$ cat src/rtl/alu_trigger_ctrl.sv
// -----------------------------------------------------------------------------
// alu_trigger_ctrl
//
// Trigger/operand sequencer for a transport-triggered ALU, sitting directly
// upstream of alu_unit, plus the in-order buffer that holds ALU results until
// the bus consumes them.
//
//  - Operand-A moves load a persistent A register.
//  - A trigger move (B operand + operator) fires alu_unit one cycle after it is
//    accepted. alu_unit returns its result one cycle later, and that result is
//    pushed into the result FIFO at the end of that cycle.
//  - DIV/MOD with B == 0 never reaches alu_unit. An all-ones result with the
//    error flag set travels down the same two-stage slot, so results leave in
//    trigger order.
//  - Credits: every op in the issue stage, in the capture stage or in the FIFO
//    holds one credit. Triggers are refused once RES_DEPTH credits are taken,
//    so the FIFO can never overflow.
//
// Operator encoding (oper_i / alu_oper_o):
//   0 NOP, 1 ADD, 2 SUB, 3 MUL, 4 DIV, 5 MOD, 6 AND, 7 OR, 8 XOR,
//   9 SLL, 10 SRL, 11 LT.
// Any code other than NOP is forwarded to alu_unit, except a screened DIV/MOD.
//
// Ports
//   clk_i         clock
//   rst_ni        asynchronous active-low reset
//   a_we_i        operand-A move strobe
//   a_data_i      operand-A value
//   b_we_i        trigger move strobe (B operand + operator)
//   b_data_i      operand-B value
//   oper_i        operator for this trigger
//   trig_ready_o  a trigger can be accepted this cycle
//   alu_sel_o     alu_unit fire strobe (one cycle per issued op)
//   alu_oper_o    alu_unit operator (holds the last issued value)
//   alu_a_o       alu_unit operand A (holds the last issued value)
//   alu_b_o       alu_unit operand B (holds the last issued value)
//   alu_data_i    alu_unit result, valid the cycle after alu_sel_o
//   res_valid_o   result FIFO head valid
//   res_data_o    result FIFO head data (0 when empty)
//   res_err_o     head is a screened divide/modulo by zero (0 when empty)
//   res_ready_i   consumer pops the head when res_valid_o & res_ready_i
//   busy_o        any op in issue/capture stage or FIFO non-empty
// -----------------------------------------------------------------------------
module alu_trigger_ctrl #(
    parameter int DATA_W    = 32,
    parameter int OPER_W    = 4,
    parameter int RES_DEPTH = 2
) (
    input  logic              clk_i,
    input  logic              rst_ni,
    input  logic              a_we_i,
    input  logic [DATA_W-1:0] a_data_i,
    input  logic              b_we_i,
    input  logic [DATA_W-1:0] b_data_i,
    input  logic [OPER_W-1:0] oper_i,
    output logic              trig_ready_o,
    output logic              alu_sel_o,
    output logic [OPER_W-1:0] alu_oper_o,
    output logic [DATA_W-1:0] alu_a_o,
    output logic [DATA_W-1:0] alu_b_o,
    input  logic [DATA_W-1:0] alu_data_i,
    output logic              res_valid_o,
    output logic [DATA_W-1:0] res_data_o,
    output logic              res_err_o,
    input  logic              res_ready_i,
    output logic              busy_o
);

    // Only the operator codes that need special handling are named here.
    localparam logic [OPER_W-1:0] OP_NOP = OPER_W'(0);
    localparam logic [OPER_W-1:0] OP_DIV = OPER_W'(4);
    localparam logic [OPER_W-1:0] OP_MOD = OPER_W'(5);

    localparam int PTR_W = (RES_DEPTH > 1) ? $clog2(RES_DEPTH) : 1;
    localparam int CNT_W = $clog2(RES_DEPTH + 1);
    // Wide enough to hold fifo_count + 2 without wrapping.
    localparam int SUM_W = CNT_W + 2;

    localparam logic [PTR_W-1:0] PTR_LAST = PTR_W'(RES_DEPTH - 1);
    localparam logic [CNT_W-1:0] CNT_FULL = CNT_W'(RES_DEPTH);

    // -------------------------------------------------------------------------
    // Storage
    // -------------------------------------------------------------------------
    logic [DATA_W-1:0] a_q;

    // Issue stage: the op accepted in the previous cycle.
    logic              issue_v;
    logic              issue_err;
    logic [DATA_W-1:0] alu_a_q;
    logic [DATA_W-1:0] alu_b_q;
    logic [OPER_W-1:0] alu_oper_q;

    // Capture stage: alu_unit is presenting this op's result now.
    logic              capture_v;
    logic              capture_err;

    // Result FIFO
    logic [DATA_W-1:0] fifo_data [RES_DEPTH];
    logic              fifo_err  [RES_DEPTH];
    logic [PTR_W-1:0]  wr_ptr;
    logic [PTR_W-1:0]  rd_ptr;
    logic [CNT_W-1:0]  fifo_count;

    // -------------------------------------------------------------------------
    // Trigger decode
    // -------------------------------------------------------------------------
    logic              accept;
    logic              is_nop;
    logic              is_screen;
    logic              launch;
    logic [DATA_W-1:0] a_eff;
    logic [SUM_W-1:0]  credits_used;

    // An A move in the same cycle as the trigger is forwarded to the trigger.
    assign a_eff     = a_we_i ? a_data_i : a_q;
    assign is_nop    = (oper_i == OP_NOP);
    assign is_screen = ((oper_i == OP_DIV) || (oper_i == OP_MOD)) && (b_data_i == '0);

    // A same-cycle pop is deliberately left out: its credit becomes free only
    // once fifo_count has dropped, one cycle later. This keeps trig_ready_o
    // independent of res_ready_i.
    assign credits_used = SUM_W'(fifo_count) + SUM_W'(issue_v) + SUM_W'(capture_v);

    // Gated by rst_ni so that the port reads 0 while reset is held, even
    // though the credit counters alone would report room.
    assign trig_ready_o = rst_ni && (credits_used < SUM_W'(RES_DEPTH));

    assign accept = b_we_i && trig_ready_o;
    // A NOP is accepted but takes no credit and produces no result.
    assign launch = accept && !is_nop;

    // -------------------------------------------------------------------------
    // Operand A register
    // -------------------------------------------------------------------------
    // NOTE: every clocked register is written with non-blocking assignments so
    // that all flops sample the pre-edge values, whatever the statement order.
    always_ff @(posedge clk_i or negedge rst_ni) begin
        if (!rst_ni) begin
            a_q <= '0;
        end else if (a_we_i) begin
            a_q <= a_data_i;
        end
    end

    // -------------------------------------------------------------------------
    // Issue stage
    // -------------------------------------------------------------------------
    // A screened op still occupies the issue slot, so its error result lands in
    // the FIFO in trigger order. It leaves the alu_unit operand registers
    // untouched, so they keep showing the last op that really fired.
    always_ff @(posedge clk_i or negedge rst_ni) begin
        if (!rst_ni) begin
            issue_v    <= 1'b0;
            issue_err  <= 1'b0;
            alu_a_q    <= '0;
            alu_b_q    <= '0;
            alu_oper_q <= '0;
        end else begin
            issue_v   <= launch;
            issue_err <= launch && is_screen;
            if (launch && !is_screen) begin
                alu_a_q    <= a_eff;
                alu_b_q    <= b_data_i;
                alu_oper_q <= oper_i;
            end
        end
    end

    assign alu_sel_o  = issue_v && !issue_err;
    assign alu_a_o    = alu_a_q;
    assign alu_b_o    = alu_b_q;
    assign alu_oper_o = alu_oper_q;

    // -------------------------------------------------------------------------
    // Capture stage
    // -------------------------------------------------------------------------
    always_ff @(posedge clk_i or negedge rst_ni) begin
        if (!rst_ni) begin
            capture_v   <= 1'b0;
            capture_err <= 1'b0;
        end else begin
            capture_v   <= issue_v;
            capture_err <= issue_err;
        end
    end

    // -------------------------------------------------------------------------
    // Result FIFO
    // -------------------------------------------------------------------------
    logic              push;
    logic              pop;
    logic [DATA_W-1:0] push_data;

    // For a screened op, alu_unit was never fired, so alu_data_i is ignored.
    assign push      = capture_v;
    assign push_data = capture_err ? '1 : alu_data_i;
    assign pop       = res_valid_o && res_ready_i;

    function automatic logic [PTR_W-1:0] ptr_inc(input logic [PTR_W-1:0] ptr);
        return (ptr == PTR_LAST) ? '0 : ptr + PTR_W'(1);
    endfunction

    // NOTE: the payload array has no reset. Only pointers and count decide what
    // is visible, and the outputs below are masked while the FIFO is empty.
    always_ff @(posedge clk_i) begin
        if (push) begin
            fifo_data[wr_ptr] <= push_data;
            fifo_err[wr_ptr]  <= capture_err;
        end
    end

    always_ff @(posedge clk_i or negedge rst_ni) begin
        if (!rst_ni) begin
            wr_ptr     <= '0;
            rd_ptr     <= '0;
            fifo_count <= '0;
        end else begin
            if (push) begin
                wr_ptr <= ptr_inc(wr_ptr);
            end
            if (pop) begin
                rd_ptr <= ptr_inc(rd_ptr);
            end
            // A push and a pop in the same cycle leave the count unchanged,
            // including when the FIFO is full.
            if (push && !pop) begin
                fifo_count <= fifo_count + CNT_W'(1);
            end else if (!push && pop) begin
                fifo_count <= fifo_count - CNT_W'(1);
            end
        end
    end

    assign res_valid_o = (fifo_count != '0);
    // The head is read straight from storage, so it stays stable until popped.
    assign res_data_o  = res_valid_o ? fifo_data[rd_ptr] : '0;
    assign res_err_o   = res_valid_o && fifo_err[rd_ptr];

    assign busy_o = issue_v || capture_v || res_valid_o;

    // The credit rule makes a push into a full FIFO without a pop unreachable.
    assert property (@(posedge clk_i) disable iff (!rst_ni)
        !(push && !pop && (fifo_count == CNT_FULL)));

endmodule

$ cat config.mk
export PLATFORM = sky130hd
export DESIGN_NAME = alu_trigger_ctrl
export DESIGN_NICKNAME = d
export VERILOG_FILES = /design/src/rtl/alu_trigger_ctrl.sv
export SDC_FILE = /design/constraint.sdc
export NUM_CORES = 1
export LEC_CHECK = 0
export ABC_AREA = 1
export BUFFER_PORTS_ARGS = -buffer_cell sky130_fd_sc_hd__buf_2
export CAP_MARGIN = 20
export CORE_ASPECT_RATIO = 0.75
export CORE_MARGIN = 2
export CORE_UTILIZATION = 50
export CTS_BUF_LIST = sky130_fd_sc_hd__clkbuf_4 sky130_fd_sc_hd__clkbuf_8 sky130_fd_sc_hd__clkbuf_16
export DETAILED_ROUTE_END_ITERATION = 10
export GPL_TIMING_DRIVEN = 0
export PLACE_DENSITY = 0.8
export RECOVER_POWER = 25
export SYNTH_ARGS = -nofsm -noshare
export SYNTH_HDL_FRONTEND = slang
export SYNTH_SLANG_ARGS = --single-unit
$ cat constraint.sdc
create_clock -name clk_i -period 2.6 [get_ports clk_i]
set_input_delay 0.39 -clock clk_i [delete_from_list [all_inputs] [get_ports clk_i]]
set_output_delay 0.39 -clock clk_i [all_outputs]
set_load 0.005 [all_outputs]
==> run metrics, run 1 <==
Combinational Power Share=29.9%; setup TNS=0 ns; maximum clock frequency=423 MHz; synth warn=0; first-pass GRT wire length=26900 um; Setup-failing EPs final=0; Num CTS Buffers=17; RSZ-0062 raised after global routing=false; worst-case clock buffer depth=2; Vias=5382; CTS tree=done; main flop type after synthesis=dfrtp_1; vias in the first global route=5403; sequential share of the synthesized area=67.0%; Cell variety after synth=25; synthesized area=approximately 7000 um^2; Finished Layout Cells=1060; die width=141 um; Synth Net Count=748; register bit total from synthesis=174; Post-route DRC=0; initial antenna violation count=1; Clock Power Share=26.3%; H-tree levels=4; worst path cell trace=clkbuf_1, clkinv_1, clkbuf_2, nand2_1, a21oi_1, buf_2; Post-Syn Area per Cell=10.9 um^2; vias per cell=5.08; hpwl dp=~12000 um; Core ar.=13700 um^2; grt ovf=0; Max-Cap Viols=0; Clock Pin Slew Worst Setup and Hold Paths=0.07 ns; Setup crit end kind=output pin; gpl congestion=0.879; Max stage delay on crit path=roughly 0.32 ns; Post-Place Cells=a little over 1000; FP Rows=37; CP required=2.21 ns; slowest cell on the critical path=dfrtp_1; status=completed; WP data arrival=1.98 ns; Nets=978; period utilisation layout=91.0%; Bufs and invs on worst path=4; Synth async-reset ratio=62.1%; crit-path max FO=10; die area=14900 um^2; cell count after synthesis=641; WHS=0.210 ns; Area growth, synth to finish=26.8%; startpoint types=register; top cells by count, synth=nand2_1, dfrtp_1, nand3_1; worst slew pin tran=between 0.9 and 1 ns; Worst-Skew Late Latency=approximately 0.42 ns; top-count cell post-synth=nand2_1; DR iter-0 viols=280; top post-synthesis cells by area=dfrtp_1, edfxtp_1, nand2_1; Yosys top cell by area=dfrtp_1; overall die height=106 um; Net Sw Frac=between 30% and 40%; worst vdd ir=579 uV; Final Max Slew Viols=0; internal power=just over 0.006 W; critical path class=reg2out; Worst Hold Class=in2reg; IO buf count=208; Pwr per Cell Area=about 1000 nW/um^2; switching pwr=0.00298 W; DR pass1 iterations=5; Total GRT Usage=between 20% and 30%; routed len/inst=16.0 um; dpl ws=0.344 ns; fin util=approximately 65%; sink count of the clock tree=174; Yosys top cell area share=between 30% and 40%; largest net degree at the start of global routing=73; min setup slack post-route=~0.23 ns; Final Hold Viols=0; Max transition margin=a little over a third; Sequential Power Share=43.8%; final WL=between 15000 and 20000 um; Worst path top cell family by delay=buffers and inverters; Post-DRT Antenna Nets=0; Post-synth EDFFs=66; layout cells sized above 1=33.5%; leak pwr=4.33 nW; Final min period=2.37 ns; I/O Pins=210; Root Buffer=clkbuf_16; Initial Utilization=between 50% and 60%; clock skew=0.00755 ns
[final timing paths]
check                             start        endpoint  slack [ns]  cells past startpoint
max                              rd_ptr  res_data_o[25]        0.23                      6
min                        b_data_i[28]     alu_b_o[28]        0.21                      3
max reg2reg                   capture_v      alu_b_o[2]        0.50                      7
min reg2reg                   issue_err     capture_err        0.39                      0
max in group asynchronous        rst_ni         a_q[25]        0.75                      3
min in group asynchronous        rst_ni     alu_b_o[28]        0.47                      2
[layout make-up]
cell class | count | area [um^2]
clock buffers | 18 | 433
repair buffers | 211 | 1090
well taps | 175 | 219
multi-input cells | 420 | 2100
plain buffers | 38 | 179
fillers | 1106 | 4840
diodes | 1 | 2.50
inverters | 9 | 33.8
clock inverters | 14 | 119
flip-flops and latches | 174 | 4680
[registers in the layout, indices dropped and copies added (netlist names)]
register / count
a_q: 32
alu_a_o: 32
alu_b_o: 32
alu_oper_o: 4
capture_err: 1
capture_v: 1
fifo_count: 2
fifo_data: 64
fifo_err: 2
issue_err: 1
issue_v: 1
rd_ptr: 1
wr_ptr: 1
[timing repair]
action                     in CTS  in global routing
hold endpoints to repair       36                  0
setup endpoints to repair       0                  5
hold buffers                    1                  0
resized for setup               0                  7
setup buffers                   0                  0
[power groups by stage]
stage                     Sequential [W]  Combinational [W]  Clock [W]
after floorplan                  0.00401            0.00129          0
after global placement           0.00398            0.00265          0
after detailed placement         0.00398            0.00275          0
after CTS                        0.00396            0.00275    0.00242
after global routing             0.00404            0.00306    0.00254
final                            0.00397            0.00271    0.00238
[layout by cell type, fill, tap and decap left out, drive strengths merged]
cell type,synthesis,routed
o21ai,1,1
clkinv,1,7
nor3,1,1
xnor2,2,2
buf,19,225
dfrtp,108,108
or2,32,32
mux2,32,32
dlygate4sd3,0,1
clkinvlp,0,5
bufinv,0,1
clkbuf,19,41
a21oi,34,34
xor2,2,2
diode,0,1
nand2,214,214
inv,8,10
ha,2,2
nand3,72,72
edfxtp,66,66
nor2,27,27
nand4,1,1
[layer usage]
layer	up-vias	track usage (%)	routed length, um
li1	2583	-	-
met4	0	8.57	333
met1	2579	30.6	7450
met5	-	0	0
met2	194	37.5	7920
met3	26	7.39	1230
[cells by family after synthesis]
kind of cell	synth area share, %
compound gates	2.51
simple gates	21.4
fa+ha+maj	0.358
xor+xnor	0.501
buf+inv	3.04
mux	5.16
flops	67.0
[metrics by stage]
stage          instance area [um^2]  power (W)
2_1_floorplan                  6990    0.00530
3_3_place_gp                   8250    0.00663
5_1_grt                        8860    0.00964
6_report                       8860    0.00906
4_1_cts                        8870    0.00914
3_5_place_dp                   8310    0.00673
[worst reg2reg max path, stage by stage, from the launching register on]
cell and delay [ns]:
dfrtp_1 0.43, ha_1 0.32, nand2_1 0.06, nand3_1 0.17, nor2_4 0.29, buf_1 0.46, nand3_1 0.20, nand2_1 0.10
Note: power is estimated with default switching activity, not from simulation.
==> inputs of run 2 (changes only) <==
Settings changed: RECOVER_POWER 25 to 100.
==> run 2 against run 1 <==
Against the previous run:
- the run now ends with capacitance limit, slew limit left
- critical endpoint unchanged
- clock power hardly changed
- combinational power is 6% lower
- global-route usage stayed put
- first-iteration DRC count is 10% higher
- critical path type unchanged
- largest cell class unchanged
- count of clock-buffer cells in the layout stayed put
- critical path depth stayed put
- clock skew hardly changed
==> run metrics, run 2 (synthesis gave the netlist of run 1 again) <==
status=finished with violations; failing checks=capacitance limit, slew limit; critical path class=reg2out; Max transition margin=-13.3% (-48 points); crit-path max FO=10 (unchanged); fill count=1154 (+4.3%); layout cells sized above 1=25.1% (-8.4 points); Post-CTS Repair Setup Buffers=0 (unchanged); footprint of the multi-input gates=2090 um^2 (-0.36%); worst slew pin tran=1.70 ns (+0.725 ns); CTS tree=done; H-tree levels=4 (unchanged); worst-case clock buffer depth=2 (unchanged); Clock Pin Slew Worst Setup and Hold Paths=0.06 ns (about the same); Worst Hold Class=in2reg; sink count of the clock tree=174 (unchanged); CP required=2.21 ns (about the same); initial antenna violation count=1 (unchanged); Root Buffer=clkbuf_16; WP data arrival=1.96 ns (-0.02 ns); Final Hold Viols=0 (unchanged); period utilisation layout=90.2% (-0.75 points); FF+latch area=4680 um^2 (unchanged); Post-route DRC=0 (unchanged); Final Max Slew Viols=34 (+34); Num CTS Buffers=17 (unchanged); maximum clock frequency=426 MHz (+0.83%); startpoint types=register; Max-Cap Viols=1 (+1); commonest non-fill, non-tap cell in the layout=nand2_1; Setup crit end kind=output pin; grt ovf=0 (unchanged); RSZ-0062 raised after global routing=false; Worst-Skew Late Latency=0.42 ns (about the same); routed len/inst=16.0 um (+0.14%); setup TNS=0 ns (unchanged); max FFs per register=64 (unchanged); Initial Utilization=51.0% (unchanged); Setup-failing EPs final=0 (unchanged); first-pass GRT wire length=26900 um (unchanged); gpl congestion=0.879 (unchanged); die width=141 um (unchanged); Total GRT Usage=23.5% (unchanged); Core ar.=13700 um^2 (unchanged); Reg with most FFs=fifo_data; IO buf count=208 (unchanged); leak pwr=4.08 nW (-5.8%); Final min period=2.35 ns (-0.0195 ns); WHS=0.206 ns (-0.00343 ns); DR pass1 iterations=5 (unchanged); Nets=978 (unchanged); Area growth, synth to finish=25.0%; R2R cell count=3 (-4); final WL=17000 um (+0.14%); Hold Path Stages=3 (unchanged); vias per cell=5.07 (about the same); I/O Pins=210 (unchanged); Vias=5379 (-0.056%); vias in the first global route=5403 (unchanged); worst vdd ir=589 uV (+1.7%); Pwr per Cell Area=1020 nW/um^2 (-0.19%); die area=14900 um^2 (unchanged); clock skew=0.00727 ns (-0.000280 ns); FP Rows=37 (unchanged); hpwl dp=12000 um (unchanged); largest net degree at the start of global routing=73 (unchanged); DR iter-0 viols=308 (+10%); Post-DRT Antenna Nets=0 (unchanged); overall die height=106 um (unchanged); most frequent cells in the layout=nand2_1, buf_2, dfrtp_1, clkbuf_1, nand3_1
-- run 2: timing repair --
action                                  CTS  global route
hold buffers                              1             0
endpoints found under the hold margin    36             0
endpoints found under the setup margin    0             5
resized for setup                         0             7
-- run 2: worst paths after layout --
check	start	to	slack [ns]
min in group asynchronous	rst_ni	alu_b_o[28]	0.46
worst max-delay path	rd_ptr	res_data_o[25]	0.25
max in group asynchronous	rst_ni	a_q[25]	0.75
worst max register to register	capture_v	fifo_data[1][7]	0.37
worst min-delay path	b_data_i[3]	alu_b_o[3]	0.21
worst min register to register	issue_err	capture_err	0.39
-- run 2: worst max-delay path: stages (launching register included) --
cell and delay (ns):
dfrtp_1 0.32, clkbuf_1 0.30, clkinv_1 0.30, clkbuf_2 0.29, nand2_1 0.10, a21oi_1 0.09, clkbuf_2 0.15
-- run 2: cell type report --
class | instances | share of cell area (%)
Sequential cell | 174 | 53.6
Multi-Input combinational cell | 420 | 24.0
Timing Repair Buffer | 211 | 11.2
Clock buffer | 18 | 4.96
Tap cell | 175 | 2.51
Buffer | 38 | 1.96
Clock inverter | 14 | 1.36
Inverter | 9 | 0.387
Antenna cell | 1 | 0.0287
-- run 2: metrics by stage --
stage | area, um^2 | total power [W] | cells | setup WS [ns] | utilization [%]
6_report | 8730 | 0.00891 | 1060 | 0.254 | 63.7
5_1_grt | 8730 | 0.00949 | 1060 | 0.0389 | 63.7
4_1_cts | 8870 | 0.00914 | 1059 | 0.125 | 64.8
3_5_place_dp | 8310 | 0.00673 | 1026 | 0.344 | 60.7
3_3_place_gp | 8250 | 0.00663 | 1024 | -1.32 | 60.2
2_1_floorplan | 6990 | 0.00530 | 641 | 0.312 | -
-- run 2: metal layers --
metal | vias up | global-route usage, % | share of wire, % | wire length, um
met5 | - | 0 | 0 | 0
met4 | 0 | 8.57 | 1.9 | 328
met3 | 24 | 7.39 | 7.3 | 1250
met2 | 201 | 37.5 | 47 | 8050
met1 | 2573 | 30.6 | 43 | 7340
li1 | 2581 | - | - | -
-- run 2: power breakdown --
group	internal [W]	switching [W]
clock	0.00132	0.00106
combinational	0.000999	0.00155
sequential	0.00359	0.000383
total	0.00592	0.00300
==> inputs of run 3 (changes only) <==
Settings changed: SLEW_MARGIN set to 30.
Clock period 2.6 ns to 2.2 ns, I/O delays scaled along.
==> run 3 against run 2 <==
Against the previous run:
- the run now ends clean
- clock power grew 32%
- sequential power rose by 18%
- routed wire length is 1.0% lower
- combinational power increased by 20%
- power is 23% higher
- clock skew is 0.0087 ns higher
- design area up 1.5%
- non-clock buffer count grew 1
- final cell count hardly changed
- die area did not move
- global-route usage is 0.18 points lower
- critical path type unchanged
==> run metrics, run 3 (synthesis gave the netlist of run 1 again) <==
Root Buffer=clkbuf_16; most frequent cells in the layout=nand2_1, buf_2, dfrtp_1, clkbuf_1, nand3_1; critical path's most frequent cell=clkbuf_1; R2R Path Start=capture_v; Vias=5353 (-0.48%); Pwr per Cell Area=1230 nW/um^2 (+21%); Reg-to-Reg End=alu_b_o[2]; hold_sp=a_data_i[5]; vias per cell=5.05 (-0.58%); maximum clock frequency=489 MHz; crit-path max FO=10 (unchanged); sink count of the clock tree=174 (unchanged); DR pass1 iterations=5 (unchanged); leak pwr=4.21 nW (+3.1%); Nets=979 (+0.10%); Final Max Slew Viols=0 (-100%); gpl congestion=0.837 (-4.8%); Setup-failing EPs final=0 (unchanged); fill count=1106 (-4.2%); period utilisation layout=92.9%; Post-DRT Antenna Nets=0 (unchanged); routed len/inst=15.8 um (-1.1%); Clock Pin Slew Worst Setup and Hold Paths=0.07 ns (about the same); worst vdd ir=599 uV (+1.7%); worst-case clock buffer depth=2 (unchanged); Core ar.=13700 um^2 (unchanged); H-tree levels=4 (unchanged); vias in the first global route=5371 (-0.59%); RSZ-0062 raised after global routing=false; FP Rows=37 (unchanged); clock skew=0.0159 ns (+0.00867 ns); initial antenna violation count=2 (+1); Max-Cap Viols=0 (-1); overall power=0.0109 W (+23%); WP data arrival=1.71 ns (-0.25 ns); WHS=0.153 ns (-0.0528 ns); CTS tree=done; Finished Layout Cells=1061 (+0.094%); overall die height=106 um (unchanged); die width=141 um (unchanged); die area=14900 um^2 (unchanged); final instance area=8860 um^2 (+1.5%); FF+latch area=4680 um^2 (unchanged); r2r setup slk=0.16 ns (-0.21 ns); Post-Place Cells=1026 (unchanged); Reg with most FFs=fifo_data; slowest cell on the critical path=dfrtp_1; layout cells sized above 1=27.9% (+2.8 points); Max stage delay on crit path=0.35 ns (+0.03 ns); Total GRT Usage=23.3% (-0.18 points); final WL=16800 um (-1.0%); first-pass GRT wire length=26900 um (about the same); grt ovf=0 (unchanged); commonest non-fill, non-tap cell in the layout=nand2_1; Worst-Skew Late Latency=0.42 ns (about the same); footprint of the multi-input gates=2080 um^2 (-0.42%); setup TNS=0 ns (unchanged); max FFs per register=64 (unchanged); Num CTS Buffers=17 (unchanged); critical path class=reg2out; Final Hold Viols=0 (unchanged); Post-route DRC=0 (unchanged); Critical Path Source=rd_ptr; I/O Pins=210 (unchanged); worst path cell trace=clkbuf_1, inv_2, clkbuf_2, nand2_1, a21oi_1, clkbuf_1; Initial Utilization=51.0% (unchanged); worst slew pin tran=1.44 ns (-0.255 ns); hpwl dp=11900 um (-0.68%); Max transition margin=3.80% (+17 points); IO buf count=208 (unchanged); DR iter-0 viols=344 (+12%); Critical Path End=res_data_o[19]; CP required=1.87 ns (-0.34 ns); Worst Hold Class=in2reg; R2R cell count=9 (+6); Post-CTS Repair Setup Buffers=0 (unchanged); largest net degree at the start of global routing=67 (-8.2%); Final min period=about 2.0 ns; Post-DP Area=8320 um^2 (about the same); Area growth, synth to finish=26.9%; Setup crit end kind=output pin; status=completed; startpoint types=register
-- run 3: how the worst min path moves through the flow --
stage                        endpoint  depth (start not counted)
after floorplan                a_q[0]                          0
after global placement    capture_err                          0
after detailed placement       a_q[1]                          1
after CTS                 alu_b_o[30]                          3
after global routing           a_q[5]                          2
final                          a_q[5]                          2
-- run 3: stage by stage --
step	setup slack, ns	utilization (%)
2_1_floorplan	0.459	-
3_3_place_gp	-1.76	60.2
3_5_place_dp	0.0583	60.7
4_1_cts	0.000625	65.5
5_1_grt	0.00574	64.7
6_report	0.157	64.7
-- run 3: critical path: cells and delay by family (launching register included) --
kind / cells / cell delay, ns
buffers and inverters: 4 / 0.72
DFF: 1 / 0.35
AOI/OAI and AO/OA: 1 / 0.16
and+or+nand+nor: 1 / 0.08
-- run 3: cell type report --
| type | instances | share of cell area [%] |
|---|---|---|
| clock buffer | 21 | 5.48 |
| buffer | 38 | 2.20 |
| tap | 175 | 2.47 |
| antenna | 1 | 0.0282 |
| clock inverter | 11 | 1.59 |
| timing repair buffer | 212 | 11.5 |
| sequential | 174 | 52.8 |
| multi-input combinational | 420 | 23.5 |
| inverter | 9 | 0.381 |
-- run 3: timing repair --
item | CTS | global route
endpoints found under the hold margin | 42 | 0
hold buffers | 2 | 0
endpoints found under the setup margin | 31 | 34
resized for setup | 6 | 17
-- run 3: power breakdown --
| part | leakage [nW] | switching, W | internal [W] |
|---|---|---|---|
| Sequential | 1.92 | 0.000459 | 0.00425 |
| Clock | 0.312 | 0.00129 | 0.00185 |
| Combinational | 1.98 | 0.00182 | 0.00125 |
| Total | 4.21 | 0.00357 | 0.00735 |
-- run 3: layer usage --
layer | GRT usage, % | vias up | wire length [um]
li1 | - | 2590 | -
met1 | 31.3 | 2567 | 7470
met2 | 37.5 | 183 | 7910
met3 | 6.67 | 13 | 1200
met4 | 7.00 | 0 | 212
met5 | 0 | - | 0
